File: config.mk
export PLATFORM = sky130hd
export DESIGN_NAME = stg_2_id_hazard
export DESIGN_NICKNAME = d
export VERILOG_FILES = /design/src/rtl/stg_2_id_hazard.sv
export SDC_FILE = /design/constraint.sdc
export NUM_CORES = 1
export LEC_CHECK = 0
export ABC_CLOCK_PERIOD_IN_PS = 5200
export CORE_ASPECT_RATIO = 1.5
export CORE_MARGIN = 2
export CORE_UTILIZATION = 32
export DETAILED_ROUTE_END_ITERATION = 8
export SETUP_SLACK_MARGIN = 0.4
export SYNTH_ARGS = -nofsm -noshare
export SYNTH_HDL_FRONTEND = slang
export SYNTH_HIERARCHICAL = 1
export SYNTH_SLANG_ARGS = --single-unit
File: constraint.sdc
create_clock -name sys_clock -period 5.2 [get_ports sys_clock]
set_clock_uncertainty 0.2 [all_clocks]
set_input_delay 1.56 -clock sys_clock [delete_from_list [all_inputs] [get_ports sys_clock]]
set_output_delay 1.56 -clock sys_clock [all_outputs]
set_load 0.05 [all_outputs]
File: src/rtl/stg_2_id_hazard.sv
// Instruction decoder and second-generation ID stage: decodes the ID instruction into the
// ID/EX register, tracks in-flight destinations and either stalls on RAW hazards or selects forwarding.

// Decode map: OP (0110011), OP-IMM (0010011), LOAD (0000011) and LUI (0110111) write rd;
// STORE (0100011) and PRINT (0001011) do not. rd reads as 0 for non-writing instructions.
module instruction_decoder #(
  parameter int INSTR_W    = 32,
  parameter int REG_ADDR_W = 5,
  parameter int VALUE_W    = 32,
  parameter int ALU_OP_W   = 4
) (
  input  logic [INSTR_W-1:0]    instr_i,
  output logic [REG_ADDR_W-1:0] rs1_o,
  output logic [REG_ADDR_W-1:0] rs2_o,
  output logic [REG_ADDR_W-1:0] rd_o,
  output logic [ALU_OP_W-1:0]   aluop_o,
  output logic [VALUE_W-1:0]    imm_o,
  output logic                  reg_write_o,
  output logic                  print_value_o
);

  localparam logic [6:0] OPC_OP     = 7'b0110011;
  localparam logic [6:0] OPC_OP_IMM = 7'b0010011;
  localparam logic [6:0] OPC_LOAD   = 7'b0000011;
  localparam logic [6:0] OPC_LUI    = 7'b0110111;
  localparam logic [6:0] OPC_STORE  = 7'b0100011;
  localparam logic [6:0] OPC_PRINT  = 7'b0001011;
  localparam logic [3:0] ALU_ADD    = 4'b0000;
  localparam logic [3:0] ALU_PASS_B = 4'b1111;

  logic [6:0]  opcode;
  logic [2:0]  funct3;
  logic        alt;
  logic [3:0]  aluop4;
  logic [31:0] imm32;

  assign opcode = instr_i[6:0];
  assign funct3 = instr_i[14:12];
  assign alt    = instr_i[30];
  assign rs1_o  = instr_i[15 +: REG_ADDR_W];
  assign rs2_o  = instr_i[20 +: REG_ADDR_W];

  always_comb begin
    rd_o          = '0;
    aluop4        = ALU_ADD;
    imm32         = '0;
    reg_write_o   = 1'b0;
    print_value_o = 1'b0;
    case (opcode)
      OPC_OP: begin
        reg_write_o = 1'b1;
        rd_o        = instr_i[7 +: REG_ADDR_W];
        aluop4      = {alt, funct3};
      end
      OPC_OP_IMM: begin
        // Only shift-right uses bit 30 as a function bit; elsewhere it is immediate data.
        reg_write_o = 1'b1;
        rd_o        = instr_i[7 +: REG_ADDR_W];
        aluop4      = {(funct3 == 3'b101) & alt, funct3};
        imm32       = {{20{instr_i[31]}}, instr_i[31:20]};
      end
      OPC_LOAD: begin
        reg_write_o = 1'b1;
        rd_o        = instr_i[7 +: REG_ADDR_W];
        imm32       = {{20{instr_i[31]}}, instr_i[31:20]};
      end
      OPC_LUI: begin
        reg_write_o = 1'b1;
        rd_o        = instr_i[7 +: REG_ADDR_W];
        aluop4      = ALU_PASS_B;
        imm32       = {instr_i[31:12], 12'b0};
      end
      OPC_STORE: begin
        imm32 = {{20{instr_i[31]}}, instr_i[31:25], instr_i[11:7]};
      end
      OPC_PRINT: begin
        print_value_o = 1'b1;
      end
      default: begin
        reg_write_o = 1'b0;
      end
    endcase
  end

  assign aluop_o = ALU_OP_W'(aluop4);
  assign imm_o   = VALUE_W'(imm32);

endmodule

module stg_2_id_hazard #(
  parameter int INSTR_W     = 32,
  parameter int REG_ADDR_W  = 5,
  parameter int VALUE_W     = 32,
  parameter int ALU_OP_W    = 4,
  parameter int HAZ_DEPTH   = 3,
  parameter int FORWARD_EN  = 0,
  parameter int FWD_W       = $clog2(HAZ_DEPTH + 1),
  parameter int STALL_CNT_W = 16
) (
  input  logic                   sys_clock,
  input  logic                   reset_n,
  input  logic                   r_id_valid,
  input  logic [INSTR_W-1:0]     r_id_instr,
  input  logic                   i_flush,
  output logic                   o_id_ready,
  output logic [REG_ADDR_W-1:0]  s_id_rs1,
  output logic [REG_ADDR_W-1:0]  s_id_rs2,
  output logic                   r_ex_valid,
  output logic [ALU_OP_W-1:0]    r_ex_aluop,
  output logic [REG_ADDR_W-1:0]  r_ex_rd,
  output logic [VALUE_W-1:0]     r_ex_imm,
  output logic [INSTR_W-1:0]     r_ex_instr,
  output logic                   r_ex_RegWrite,
  output logic                   r_ex_PrintValue,
  output logic [FWD_W-1:0]       r_ex_fwd_sel1,
  output logic [FWD_W-1:0]       r_ex_fwd_sel2,
  output logic [STALL_CNT_W-1:0] o_stall_cnt
);

  localparam logic STALL_MODE = (FORWARD_EN == 0);

  logic [REG_ADDR_W-1:0] dec_rd;
  logic [ALU_OP_W-1:0]   dec_aluop;
  logic [VALUE_W-1:0]    dec_imm;
  logic                  dec_reg_write;
  logic                  dec_print_value;

  instruction_decoder #(
    .INSTR_W    (INSTR_W),
    .REG_ADDR_W (REG_ADDR_W),
    .VALUE_W    (VALUE_W),
    .ALU_OP_W   (ALU_OP_W)
  ) u_decoder (
    .instr_i       (r_id_instr),
    .rs1_o         (s_id_rs1),
    .rs2_o         (s_id_rs2),
    .rd_o          (dec_rd),
    .aluop_o       (dec_aluop),
    .imm_o         (dec_imm),
    .reg_write_o   (dec_reg_write),
    .print_value_o (dec_print_value)
  );

  // Scoreboard: entry 0 is the instruction in EX, entry HAZ_DEPTH-1 the one in WB.
  logic [HAZ_DEPTH-1:0]                 sb_v_q, sb_v_d;
  logic [HAZ_DEPTH-1:0][REG_ADDR_W-1:0] sb_rd_q, sb_rd_d;

  logic                   ex_valid_q, ex_valid_d;
  logic [ALU_OP_W-1:0]    ex_aluop_q, ex_aluop_d;
  logic [REG_ADDR_W-1:0]  ex_rd_q, ex_rd_d;
  logic [VALUE_W-1:0]     ex_imm_q, ex_imm_d;
  logic [INSTR_W-1:0]     ex_instr_q, ex_instr_d;
  logic                   ex_reg_write_q, ex_reg_write_d;
  logic                   ex_print_value_q, ex_print_value_d;
  logic [FWD_W-1:0]       ex_fwd_sel1_q, ex_fwd_sel1_d;
  logic [FWD_W-1:0]       ex_fwd_sel2_q, ex_fwd_sel2_d;
  logic [STALL_CNT_W-1:0] stall_cnt_q, stall_cnt_d;

  logic             match1, match2;
  logic [FWD_W-1:0] sel1, sel2;
  logic             hazard, issue, stall_inc;

  // Walk oldest to youngest so the youngest matching producer wins the select.
  always_comb begin
    match1 = 1'b0;
    match2 = 1'b0;
    sel1   = '0;
    sel2   = '0;
    for (int k = HAZ_DEPTH - 1; k >= 0; k--) begin
      if (sb_v_q[k] && (sb_rd_q[k] == s_id_rs1) && (s_id_rs1 != '0)) begin
        match1 = 1'b1;
        sel1   = FWD_W'(k + 1);
      end
      if (sb_v_q[k] && (sb_rd_q[k] == s_id_rs2) && (s_id_rs2 != '0)) begin
        match2 = 1'b1;
        sel2   = FWD_W'(k + 1);
      end
    end
  end

  assign hazard     = r_id_valid & (match1 | match2) & STALL_MODE;
  assign issue      = r_id_valid & ~i_flush & ~hazard;
  assign stall_inc  = hazard & ~i_flush;
  assign o_id_ready = ~reset_n | i_flush | ~hazard;

  always_comb begin
    sb_v_d     = '0;
    sb_rd_d    = '0;
    sb_v_d[0]  = issue & dec_reg_write & (dec_rd != '0);
    sb_rd_d[0] = dec_rd;
    for (int k = 1; k < HAZ_DEPTH; k++) begin
      sb_v_d[k]  = sb_v_q[k-1];
      sb_rd_d[k] = sb_rd_q[k-1];
    end
  end

  always_comb begin
    ex_valid_d       = issue;
    ex_aluop_d       = issue ? dec_aluop : '0;
    ex_rd_d          = issue ? dec_rd : '0;
    ex_imm_d         = issue ? dec_imm : '0;
    ex_instr_d       = issue ? r_id_instr : '0;
    ex_reg_write_d   = issue & dec_reg_write;
    ex_print_value_d = issue & dec_print_value;
    ex_fwd_sel1_d    = (issue && !STALL_MODE) ? sel1 : '0;
    ex_fwd_sel2_d    = (issue && !STALL_MODE) ? sel2 : '0;
    stall_cnt_d      = stall_cnt_q;
    if (stall_inc && (stall_cnt_q != '1)) begin
      stall_cnt_d = stall_cnt_q + 1'b1;
    end
  end

  always_ff @(posedge sys_clock or negedge reset_n) begin
    if (!reset_n) begin
      sb_v_q           <= '0;
      sb_rd_q          <= '0;
      ex_valid_q       <= 1'b0;
      ex_aluop_q       <= '0;
      ex_rd_q          <= '0;
      ex_imm_q         <= '0;
      ex_instr_q       <= '0;
      ex_reg_write_q   <= 1'b0;
      ex_print_value_q <= 1'b0;
      ex_fwd_sel1_q    <= '0;
      ex_fwd_sel2_q    <= '0;
      stall_cnt_q      <= '0;
    end else begin
      sb_v_q           <= sb_v_d;
      sb_rd_q          <= sb_rd_d;
      ex_valid_q       <= ex_valid_d;
      ex_aluop_q       <= ex_aluop_d;
      ex_rd_q          <= ex_rd_d;
      ex_imm_q         <= ex_imm_d;
      ex_instr_q       <= ex_instr_d;
      ex_reg_write_q   <= ex_reg_write_d;
      ex_print_value_q <= ex_print_value_d;
      ex_fwd_sel1_q    <= ex_fwd_sel1_d;
      ex_fwd_sel2_q    <= ex_fwd_sel2_d;
      stall_cnt_q      <= stall_cnt_d;
    end
  end

  assign r_ex_valid      = ex_valid_q;
  assign r_ex_aluop      = ex_aluop_q;
  assign r_ex_rd         = ex_rd_q;
  assign r_ex_imm        = ex_imm_q;
  assign r_ex_instr      = ex_instr_q;
  assign r_ex_RegWrite   = ex_reg_write_q;
  assign r_ex_PrintValue = ex_print_value_q;
  assign r_ex_fwd_sel1   = ex_fwd_sel1_q;
  assign r_ex_fwd_sel2   = ex_fwd_sel2_q;
  assign o_stall_cnt     = stall_cnt_q;

endmodule

# == Yosys cells after proc, flatten, opt, wreduce, memory -nomap -nowiden ==
# Cells that the tools add are included.
# op_classes
addsub,1
eq_ne,14
muxes,15
n_bitwise,14
reduce_logical,18
# ops
operator,n
32-bit case mux with 3 select lines,1
32-bit 2-to-1 mux,2
5-bit equality test,6
"7-bit by 6-bit equality test with 1-bit output, second input constant",3
"16-bit by 1-bit adder with 16-bit output, second input constant",1
"16-bit != test, second input constant",1
5-bit nonzero test,3
1-bit logical AND,13
4-bit case mux with 3 select lines,1
5-bit 2-to-1 mux,2
1-bit AND,8
1-bit 2-to-1 mux,8
"7-bit by 2-bit equality test with 1-bit output, second input constant",1
"7-bit by 4-bit equality test with 1-bit output, second input constant",1
"7-bit by 5-bit equality test with 1-bit output, second input constant",1
4-bit 2-to-1 mux,1
4-bit OR reduction,1
"3-bit equality test, second input constant",1
1-bit NOT,3
1-bit OR,3
2-bit OR reduction,1
# word_totals
register_bits,110
inputBits,36
output_inout_bits,107
elab_cells,74

# == Longest topological paths before layout ==
# Gate-level depths: netlist of the first run.
# depth
word_depth,12
ltp_mapped,11
ltp_nobuf,7

# == By module ==
# Netlist of the first run, hierarchy kept.
# by_module_without_submodules
mod,instances,cells_per_inst,area_per_inst_um2,seq_area_each_um2
stg_2_id_hazard,1,324,4187.8,2752.6
instruction_decoder,1,101,583.1,0.0

# == Least setup slack after synthesis of the first run ==
# No wires, ideal clock.
# synth_path
path_type,input to output
startpoint,input r_id_instr[21]
endpoint,output o_id_ready
arrival_time_ns,3.965
required_time_ns,3.440
slack_ns,-0.525
stages,7
path_buffers,2
cell_sequence,buf_4 > or4_1 > nor2_2 > nor3_1 > or4_1 > buf_2 > o211ai_1
# synth_via
elab_chain_cells,10
word_cells_on_any_way,17
classes_between,eq/ne (3); mux (3); bitwise (4); reduce/logical (7)
# synth_lines
element,line,rtl
from (decl),103,"input logic [INSTR_W-1:0] r_id_instr,"
5-bit equality test,174,if (sb_v_q[k] && (sb_rd_q[k] == s_id_rs2) && (s_id_rs2 != '0)) begin
1-bit logical AND (2 in a row),174,
1-bit 2-to-1 mux (2 in a row),174,
1-bit 2-to-1 mux (*),174,
1-bit OR (*),181,assign hazard = r_id_valid & (match1 | match2) & STALL_MODE;
1-bit AND (*),181,
1-bit NOT (*),184,assign o_id_ready = ~reset_n | i_flush | ~hazard;
1-bit OR (*),184,
to (decl),105,"output logic o_id_ready,"
# Every way passes the cells marked *; elsewhere a longest branch is shown, timed or not.

# == Final worst setup path of the first run ==
# layout_path
startpoint,input r_id_instr[24]
endpoint,output o_id_ready
# Same word-level chain as after synthesis.

==> results, run 1 <==
- The run finished with clean final reports.
- The worst setup path is launched from a primary input.
- Dividing the synthesized area by the synthesized cell count gives 11.2 µm².
- Counting flops with an async set or reset pin after synthesis yields a share of 1.00.
- The clock reaches the later pin of the worst-skew pair after 340 ps.
- The clock tree from TritonCTS is done.
- The placement-stage cell area is 6410 µm².
- Prior to clock tree synthesis, the placed netlist has a worst setup slack of -375 ps.
- The post-detailed-routing wire length is 12800 µm.
- The die outline area is 15900 µm².
- The initial antenna violation count was 0.
- The share of synthesized area in the top cell type comes to 0.577.
- The clock drives 110 sinks.
- In the final layout, the share of cells above drive strength 1 is 0.137.
- Setup repair after global routing could not meet its margin everywhere.
- The number of antenna diodes in the final layout is 0.
- Global routing finished with a remaining overflow of 0.
- Once detailed placement completed, the half-perimeter wirelength came to 9380 µm.
- IR analysis of the VDD net gives a maximum drop of 0.000233 V.
- The worst-margin pin slew is 794 ps.
- The number of placement rows is 54.
- Buffers placed on the I/O ports in this run total 138.
- The final count of pins violating max slew is 0.
- For the worst setup path, the data arrival time is 3410 ps.
- The critical path data required time is 3440 ps.
- In the finished design, the share of the clock period the worst path needs comes to 0.995.
- The longest clock path from root to sink contains 2 buffers.
- On the worst path, the slowest cell contributes a delay of 540 ps.
- The register area is 2750 µm².
- The die height is 154 µm.
- The number of failing hold endpoints at the final stage came to 0.
- The detailed-route vias per instance is 4.63.
- Static timing analysis puts the maximum clock frequency at 193 MHz.
- Summing all multi-input logic gate instances after layout gives 1880 µm².
- The global routing usage summed across all routing layers is 0.167.
- The post-route worst setup slack is 28.6 ps.
- In this run the standard cell core region covers 14600 µm².
- The library cell appearing most often on the critical path is sky130_fd_sc_hd__or4_4.
- The total number of yosys warnings is 6.
- The cell accounting for the most synthesized area is sky130_fd_sc_hd__dfrtp_1.
- Along the worst path, the maximum fanout reaches 3.
- The horizontal die dimension is 104 µm.
- The shortest clock period the worst path allows after layout is 5170 ps.
- The post-route non-filler standard cell count is 773.
- The DRC violations left is 0.
- The number of nets at the end of the flow is 609.
- By startpoint and endpoint, the worst setup path is classified as primary input to output pin.
- The first TritonRoute pass finished after 4 iterations.
- The cell area power density is 267 nW/µm².
- Counting flops and latches in the post-synthesis netlist gives 110.
- In the synthesized netlist, the cells that appear most often are sky130_fd_sc_hd__dfrtp_1, sky130_fd_sc_hd__and2_1, sky130_fd_sc_hd__nand2_1.
- The detailed router placed 3579 vias in this run.
- The tightest slew margin relative to the limit is 0.466.
- The type of element capturing the critical path is an output pin.
- Synthesis handed over a netlist of 425 instances.
- The first global-routing pass estimated 20700 µm of wire.
- The slowest stage of the critical path is the sky130_fd_sc_hd__or4_4 cell.
- The clock-pin slew reported for the worst setup and hold paths after clock tree synthesis is 80 ps.
- 143 I/O pins were placed.
- The mapped netlist covers 4770 µm².
- In the post-synthesis netlist, the biggest area contributors are sky130_fd_sc_hd__dfrtp_1, sky130_fd_sc_hd__and2_1, sky130_fd_sc_hd__xnor2_1.
- The routed wire length per instance is 16.6 µm.
- The analysis attributes to cell leakage a power of 2.98 nW.
- Fill cells in the final layout number 1414.
- For this block, the initial DRC count from the detailed router was 121.
- The fraction of the yosys area taken by sequential cells is 0.577.
- The CTS H-tree depth is 3.
- In this run, synthesis inferred 0 flip-flops with an integrated enable.
- Relative to the synthesized area, the layout overhead comes to 42.2%.
- The cell count after placement is 754.
- The post-detailed-route count of antenna-violating nets is 0.
- Entering global routing, the biggest net connects 76 pins.
- The initial core utilization is 0.327.
- The path category of the worst min-delay check is flop to flop.
- Synthesis instantiated 45 different standard cells from the library.
- Once layout is done, the placed cells without fillers occupy 6790 µm².
- The weighted congestion at the end of routability-driven global placement is 0.824.
- The cell chosen for the clock root is sky130_fd_sc_hd__clkbuf_16.
- Traced cell by cell, the critical path runs through buf_6 > or4_4 > nor2_4 > nor4_4 > or4_4 > o211ai_1 > clkbuf_16.
- The most used flip-flop cell after synthesis is sky130_fd_sc_hd__dfrtp_1.
- The total of max-cap violations is 0.
- The number of global-route vias before repair was 3804.
- sky130_fd_sc_hd__dfrtp_1 is the most common cell in the netlist.
- The final count of negative-setup-slack endpoints is 0.
- The total CTS buffers is 9.
logic make-up (layout without fill, tap and decap cells):
group,after synthesis,in the layout,synth area share
AND/OR/NAND/NOR,180,180,0.221
flip-flops,110,110,0.577
AO/OA/AOI/OAI,52,52,0.0682
XOR/XNOR,42,42,0.0771
buffers and inverters,35,184,0.0441
multiplexers,4,4,0.00918
adder cells (fa/ha/maj),1,1,0.00262
other,1,4,0.000786
metal layers:
metal,wire length (µm),global-route usage
met5,0,0
met4,233,0.0598
met3,559,0.0369
met2,7320,0.327
met1,4730,0.171
placed cells by master, fill, tap and decap left out, types with 2 or more instances in the layout:
cell type and n:
sky130_fd_sc_hd__mux2_2 3, sky130_fd_sc_hd__xor2_1 10, sky130_fd_sc_hd__buf_2 3, sky130_fd_sc_hd__conb_1 4, sky130_fd_sc_hd__buf_4 36, sky130_fd_sc_hd__o211ai_1 7, sky130_fd_sc_hd__buf_6 2, sky130_fd_sc_hd__nor3_1 2
sky130_fd_sc_hd__nand2_1 35, sky130_fd_sc_hd__a22o_1 4, sky130_fd_sc_hd__o21ai_0 3, sky130_fd_sc_hd__dlygate4sd2_1 3, sky130_fd_sc_hd__a211oi_1 5, sky130_fd_sc_hd__and2_1 88, sky130_fd_sc_hd__dfrtp_1 110, sky130_fd_sc_hd__nand2b_1 4
sky130_fd_sc_hd__nor2b_1 5, sky130_fd_sc_hd__xnor2_1 32, sky130_fd_sc_hd__nand4_1 9, sky130_fd_sc_hd__nor2_4 2, sky130_fd_sc_hd__buf_12 2, sky130_fd_sc_hd__clkdlybuf4s15_1 2, sky130_fd_sc_hd__inv_6 2, sky130_fd_sc_hd__nor2_1 7
sky130_fd_sc_hd__inv_1 2, sky130_fd_sc_hd__a21oi_1 27, sky130_fd_sc_hd__nor4_4 2, sky130_fd_sc_hd__or4_4 4, sky130_fd_sc_hd__clkdlybuf4s50_1 116, sky130_fd_sc_hd__and3_1 7, sky130_fd_sc_hd__clkbuf_16 10, sky130_fd_sc_hd__nand3_1 5
sequential cells by signal, indices dropped and copies added (netlist names):
register	cells
r_ex_imm	32
sb_v_q	3
r_ex_aluop	4
r_ex_PrintValue	1
r_ex_RegWrite	1
o_stall_cnt	16
sb_rd_d	10
r_ex_instr	32
r_ex_rd	5
r_ex_valid	1
sb_rd_q	5
power by group:
group	total [mW]	internal [mW]	switching, mW
logic	0.215	0.0766	0.139
registers	0.871	0.866	0.00444
clock network	0.727	0.386	0.341
total	1.81	1.33	0.485
layout make-up:
| class | instances | share of cell area |
|---|---|---|
| multi-input combinational | 283 | 0.277 |
| timing repair buffer | 166 | 0.234 |
| sequential | 110 | 0.406 |
| clock inverter | 7 | 0.0135 |
| inverter | 2 | 0.00111 |
| clock buffer | 9 | 0.0332 |
| tap | 196 | 0.0361 |
critical path: cells and delay by family:
family	cells	cell delay, ps
and+or+nand+nor	4	1280
buffers and inverters	2	310
AOI/OAI and AO/OA	1	250
through the flow:
stage                     setup TNS (ps)  utilization  hold slack (ps)  power (mW)
after global routing               -40.0        0.465              242        1.88
after CTS                              0        0.466              236        1.84
final                                  0        0.465              234        1.81
after detailed placement            -375        0.440              217        1.11
after floorplan                     -482            -              173        1.01
after global placement              -378        0.440              204        1.11
worst paths after layout:
path	cells after the start	slack (ps)	endpoint	start
worst max-delay path	7	30	o_id_ready	r_id_instr[24]
worst min-delay path	0	230	sb_v_q[2]$_DFF_PN0_	sb_v_q[1]$_DFF_PN0_
worst max register to register	8	2650	o_stall_cnt[15]$_DFFE_PN0P_	sb_rd_q[14]$_DFF_PN0_
worst min register to register	0	230	sb_v_q[2]$_DFF_PN0_	sb_v_q[1]$_DFF_PN0_
max in group asynchronous	3	2390	r_ex_aluop[1]$_DFF_PN0_	reset_n
min in group asynchronous	2	1170	r_ex_instr[25]$_DFF_PN0_	reset_n
timing repair:
item	in CTS	in global routing
resized for setup	36	2
hold buffers	0	0
endpoints found under the setup margin	1	1
pin swaps	9	1
setup buffers	3	0
Note: power is estimated with default switching activity, not from simulation.
==> run 2, diff against run 1 <==
--- a/config.mk
+++ b/config.mk
@@ -5,12 +5,15 @@
 export SDC_FILE = /design/constraint.sdc
 export NUM_CORES = 1
 export LEC_CHECK = 0
+export ABC_AREA = 1
 export ABC_CLOCK_PERIOD_IN_PS = 5200
 export CORE_ASPECT_RATIO = 1.5
 export CORE_MARGIN = 2
 export CORE_UTILIZATION = 32
 export DETAILED_ROUTE_END_ITERATION = 8
+export RECOVER_POWER = 100
 export SETUP_SLACK_MARGIN = 0.4
+export SKIP_CTS_REPAIR_TIMING = 1
 export SYNTH_ARGS = -nofsm -noshare
 export SYNTH_HDL_FRONTEND = slang
 export SYNTH_HIERARCHICAL = 1
==> results, run 2 <==
- The number of placement rows is 58.
- The total global routing overflow is 0.
- The share of async-settable or async-resettable flops after synthesis is 1.00.
- The fraction of the yosys area taken by sequential cells is 0.504.
- By instance count, the cell type seen most on the critical path is sky130_fd_sc_hd__nand2_1.
- In this run the power density over the cells is 254 nW/µm².
- In the post-route analysis, the smallest setup slack over all paths is 312 ps.
- The most frequent standard cell in the layout excluding fill and tap cells is sky130_fd_sc_hd__nand2_1.
- In this run the standard cell core region covers 16800 µm².
- The final count of pins violating max slew came to 73.
- Synthesis inferred 110 register bits.
- In this run the cell area of the synthesized design comes to 5470 µm².
- The number of inserted filler cells in the final layout is 1720.
- The initial core utilization is 0.326.
- The maximum clock path buffer count is 2.
- The cell count after placement is 1001.
- The clock-pin slew reported for the worst setup and hold paths after clock tree synthesis is 70 ps.
- For the worst setup path, the data required time is 3440 ps.
- The final cell utilization of the core is 0.423.
- The detailed router finished its first iteration with 295 violations.
- The worst-margin pin slew is 2410 ps.
- The overall power consumption is 1.80 mW.
- For this run, the slowest stage of the critical path takes 340 ps.
- Across all register-to-register paths, the minimum setup slack is 1770 ps.
- Of the cells placed in the final design, the portion with a size suffix greater than 1 is 0.109.
- In this run the worst path has a maximum fanout of 7.
- The number of global-route vias before repair is 4638.
- For this design the static power due to leakage is 3.77 nW.
- The horizontal die dimension is 111 µm.
- In the final design database the tool counted 839 nets.
- The average instance in the mapped netlist occupies 8.13 µm².
- The cell chosen for the clock root is sky130_fd_sc_hd__clkbuf_16.
- Synthesis produced a netlist whose cell count is 672.
- OpenSTA, run right after detailed placement, puts the worst setup slack at 102 ps.
- The register area is 2750 µm².
- From bottom edge to top edge, the die measures 164 µm.
- The worst setup path is of the primary input to output pin kind.
- Detailed routing inserted a total of 4621 vias.
- The number of failing hold endpoints at the final stage came to 0.
- The number of clock buffers added by TritonCTS is 9.
- The clock tree from TritonCTS is done.
- The worst hold path belongs to the class flop to flop.
- The DRC violations left is 0.
- The shortest clock period the worst path allows after layout is 4890 ps.
- The initial antenna violation count is 0.
- The flow ran to the end, but the final reports show violations.
- Of the post-synthesis cell area, the dominant cell type holds 0.504.
- The checks that failed: capacitance limit, slew limit.
- The boundary pin count is 143.
- The slowest stage of the critical path belongs to the cell sky130_fd_sc_hd__clkbuf_1.
- The die outline area is 18200 µm².
- The post-route non-filler standard cell count is 1015.
- Summing all multi-input logic gate instances after layout gives 1910 µm².
- The tightest slew margin relative to the limit is -0.609.
- STA classifies the critical path endpoint as an output pin.
- Traced cell by cell, the critical path runs through clkbuf_1 > inv_1 > nand2_1 > nand2_1 > nor2_1 > nand3_1 > nand3_2 > nand2_1 > nand2_1 > nand3_1 > clkbuf_2.
- The congestion estimate from routability-driven global placement came to 0.869.
- The cell accounting for the most synthesized area is sky130_fd_sc_hd__dfrtp_1.
- In the global route stage, overall resource usage came out at 0.184.
- For this design, the sink count on the clock tree is 110.
- The commonest cells after synthesis are sky130_fd_sc_hd__nand2_1, sky130_fd_sc_hd__inv_1, sky130_fd_sc_hd__dfrtp_1.
- Dividing the detail-routed via count by the number of cells gives 4.55.
- The post-detailed-route count of antenna-violating nets is 0.
- The number of different library cells in the post-synthesis netlist is 29.
- The number of antenna diodes in the final layout is 0.
- The startpoint type of the worst setup path is a primary input.
- The area growth from synthesis to final layout is 29.6%.
- Based on the critical path, the design can be clocked at up to 205 MHz.
- The first-pass GRT wire length is 25600 µm.
- The most instantiated library cell after synthesis is sky130_fd_sc_hd__nand2_1.
- For the worst-skew pair, the clock arrives at the later sink with an insertion delay of 360 ps.
- The HPWL after detailed placement is 12300 µm.
- Setup repair after global routing left no endpoint under its margin.
- The maximum number of pins on one net before global-route repair is 69.
- Across the VDD grid, the largest voltage drop is 0.000146 V.
- The top cell types in the final layout, fill and taps aside, are sky130_fd_sc_hd__nand2_1, sky130_fd_sc_hd__inv_1, sky130_fd_sc_hd__dfrtp_1.
- The number of flops mapped to enable cells by yosys is 0.
- The count of input and output buffers is 138.
- The tool flagged a number of max-cap violations equal to 2.
- Adding up every negative setup slack in the final design gives 0 ps.
- The clock tree synthesis step divided the H-tree into 3 levels.
- STA puts the critical path data arrival time at 3130 ps.
- The final clock period utilization by the worst path is 0.940.
- The prevailing post-synth register cell is sky130_fd_sc_hd__dfrtp_1.
- The number of detailed-routing iterations run before antenna repair is 5.
- Wires add up to 16200 µm.
- For this run, the number of Yosys warnings is 6.
- The routed wire length per instance is 16.0 µm.
- The final count of negative-setup-slack endpoints is 0.
- By area the synthesized netlist is led by sky130_fd_sc_hd__dfrtp_1, sky130_fd_sc_hd__nand2_1, sky130_fd_sc_hd__inv_1.
-- run 2: per-stage QoR --
stage	instance area, µm²	hold slack, ps
3_3_place_gp	6940	208
2_1_floorplan	5480	174
3_5_place_dp	6940	207
6_report	7080	223
4_1_cts	7230	225
5_1_grt	7080	236
-- run 2: critical path: cells and delay by family --
kind          cells  cell delay [ps]
simple gates      8              800
buf+inv           3              760
-- run 2: power by group --
part / internal (mW) / switching, mW / total [mW]
clock network: 0.377 / 0.329 / 0.705
logic: 0.0612 / 0.161 / 0.222
registers: 0.867 / 0.00460 / 0.872
total: 1.30 / 0.494 / 1.80
-- run 2: final timing paths --
path	start	endpoint	cells past startpoint
setup reg to reg	sb_rd_d[11]$_DFF_PN0_	r_ex_imm[27]$_DFF_PN0_	10
hold / removal	sb_v_q[1]$_DFF_PN0_	sb_v_q[2]$_DFF_PN0_	0
setup / recovery	r_id_instr[17]	o_id_ready	11
max in group asynchronous	reset_n	sb_v_q[0]$_DFF_PN0_	3
hold reg to reg	sb_v_q[1]$_DFF_PN0_	sb_v_q[2]$_DFF_PN0_	0
min in group asynchronous	reset_n	r_ex_RegWrite$_DFF_PN0_	2
-- run 2: cells by family (layout without fill, tap and decap cells) --
group,Yosys count,after routing,synth area share
flip-flops,110,110,0.504
buffers and inverters,161,291,0.138
other,1,4,0.000686
AND/OR/NAND/NOR,377,377,0.325
AO/OA/AOI/OAI,11,11,0.0128
adder cells (fa/ha/maj),1,1,0.00229
XOR/XNOR,11,11,0.0176
-- run 2: area by class of cell --
cell class | instances | area share
inverters | 124 | 0.0657
flip-flops and latches | 110 | 0.389
repair buffers | 153 | 0.197
multi-input cells | 404 | 0.270
clock buffers | 9 | 0.0318
clock inverters | 5 | 0.00954
well taps | 210 | 0.0371
-- run 2: layer usage --
metal	share of wire	track usage
met4	0.029	0.0784
met2	0.53	0.335
met3	0.044	0.0387
met1	0.39	0.208
met5	0	0
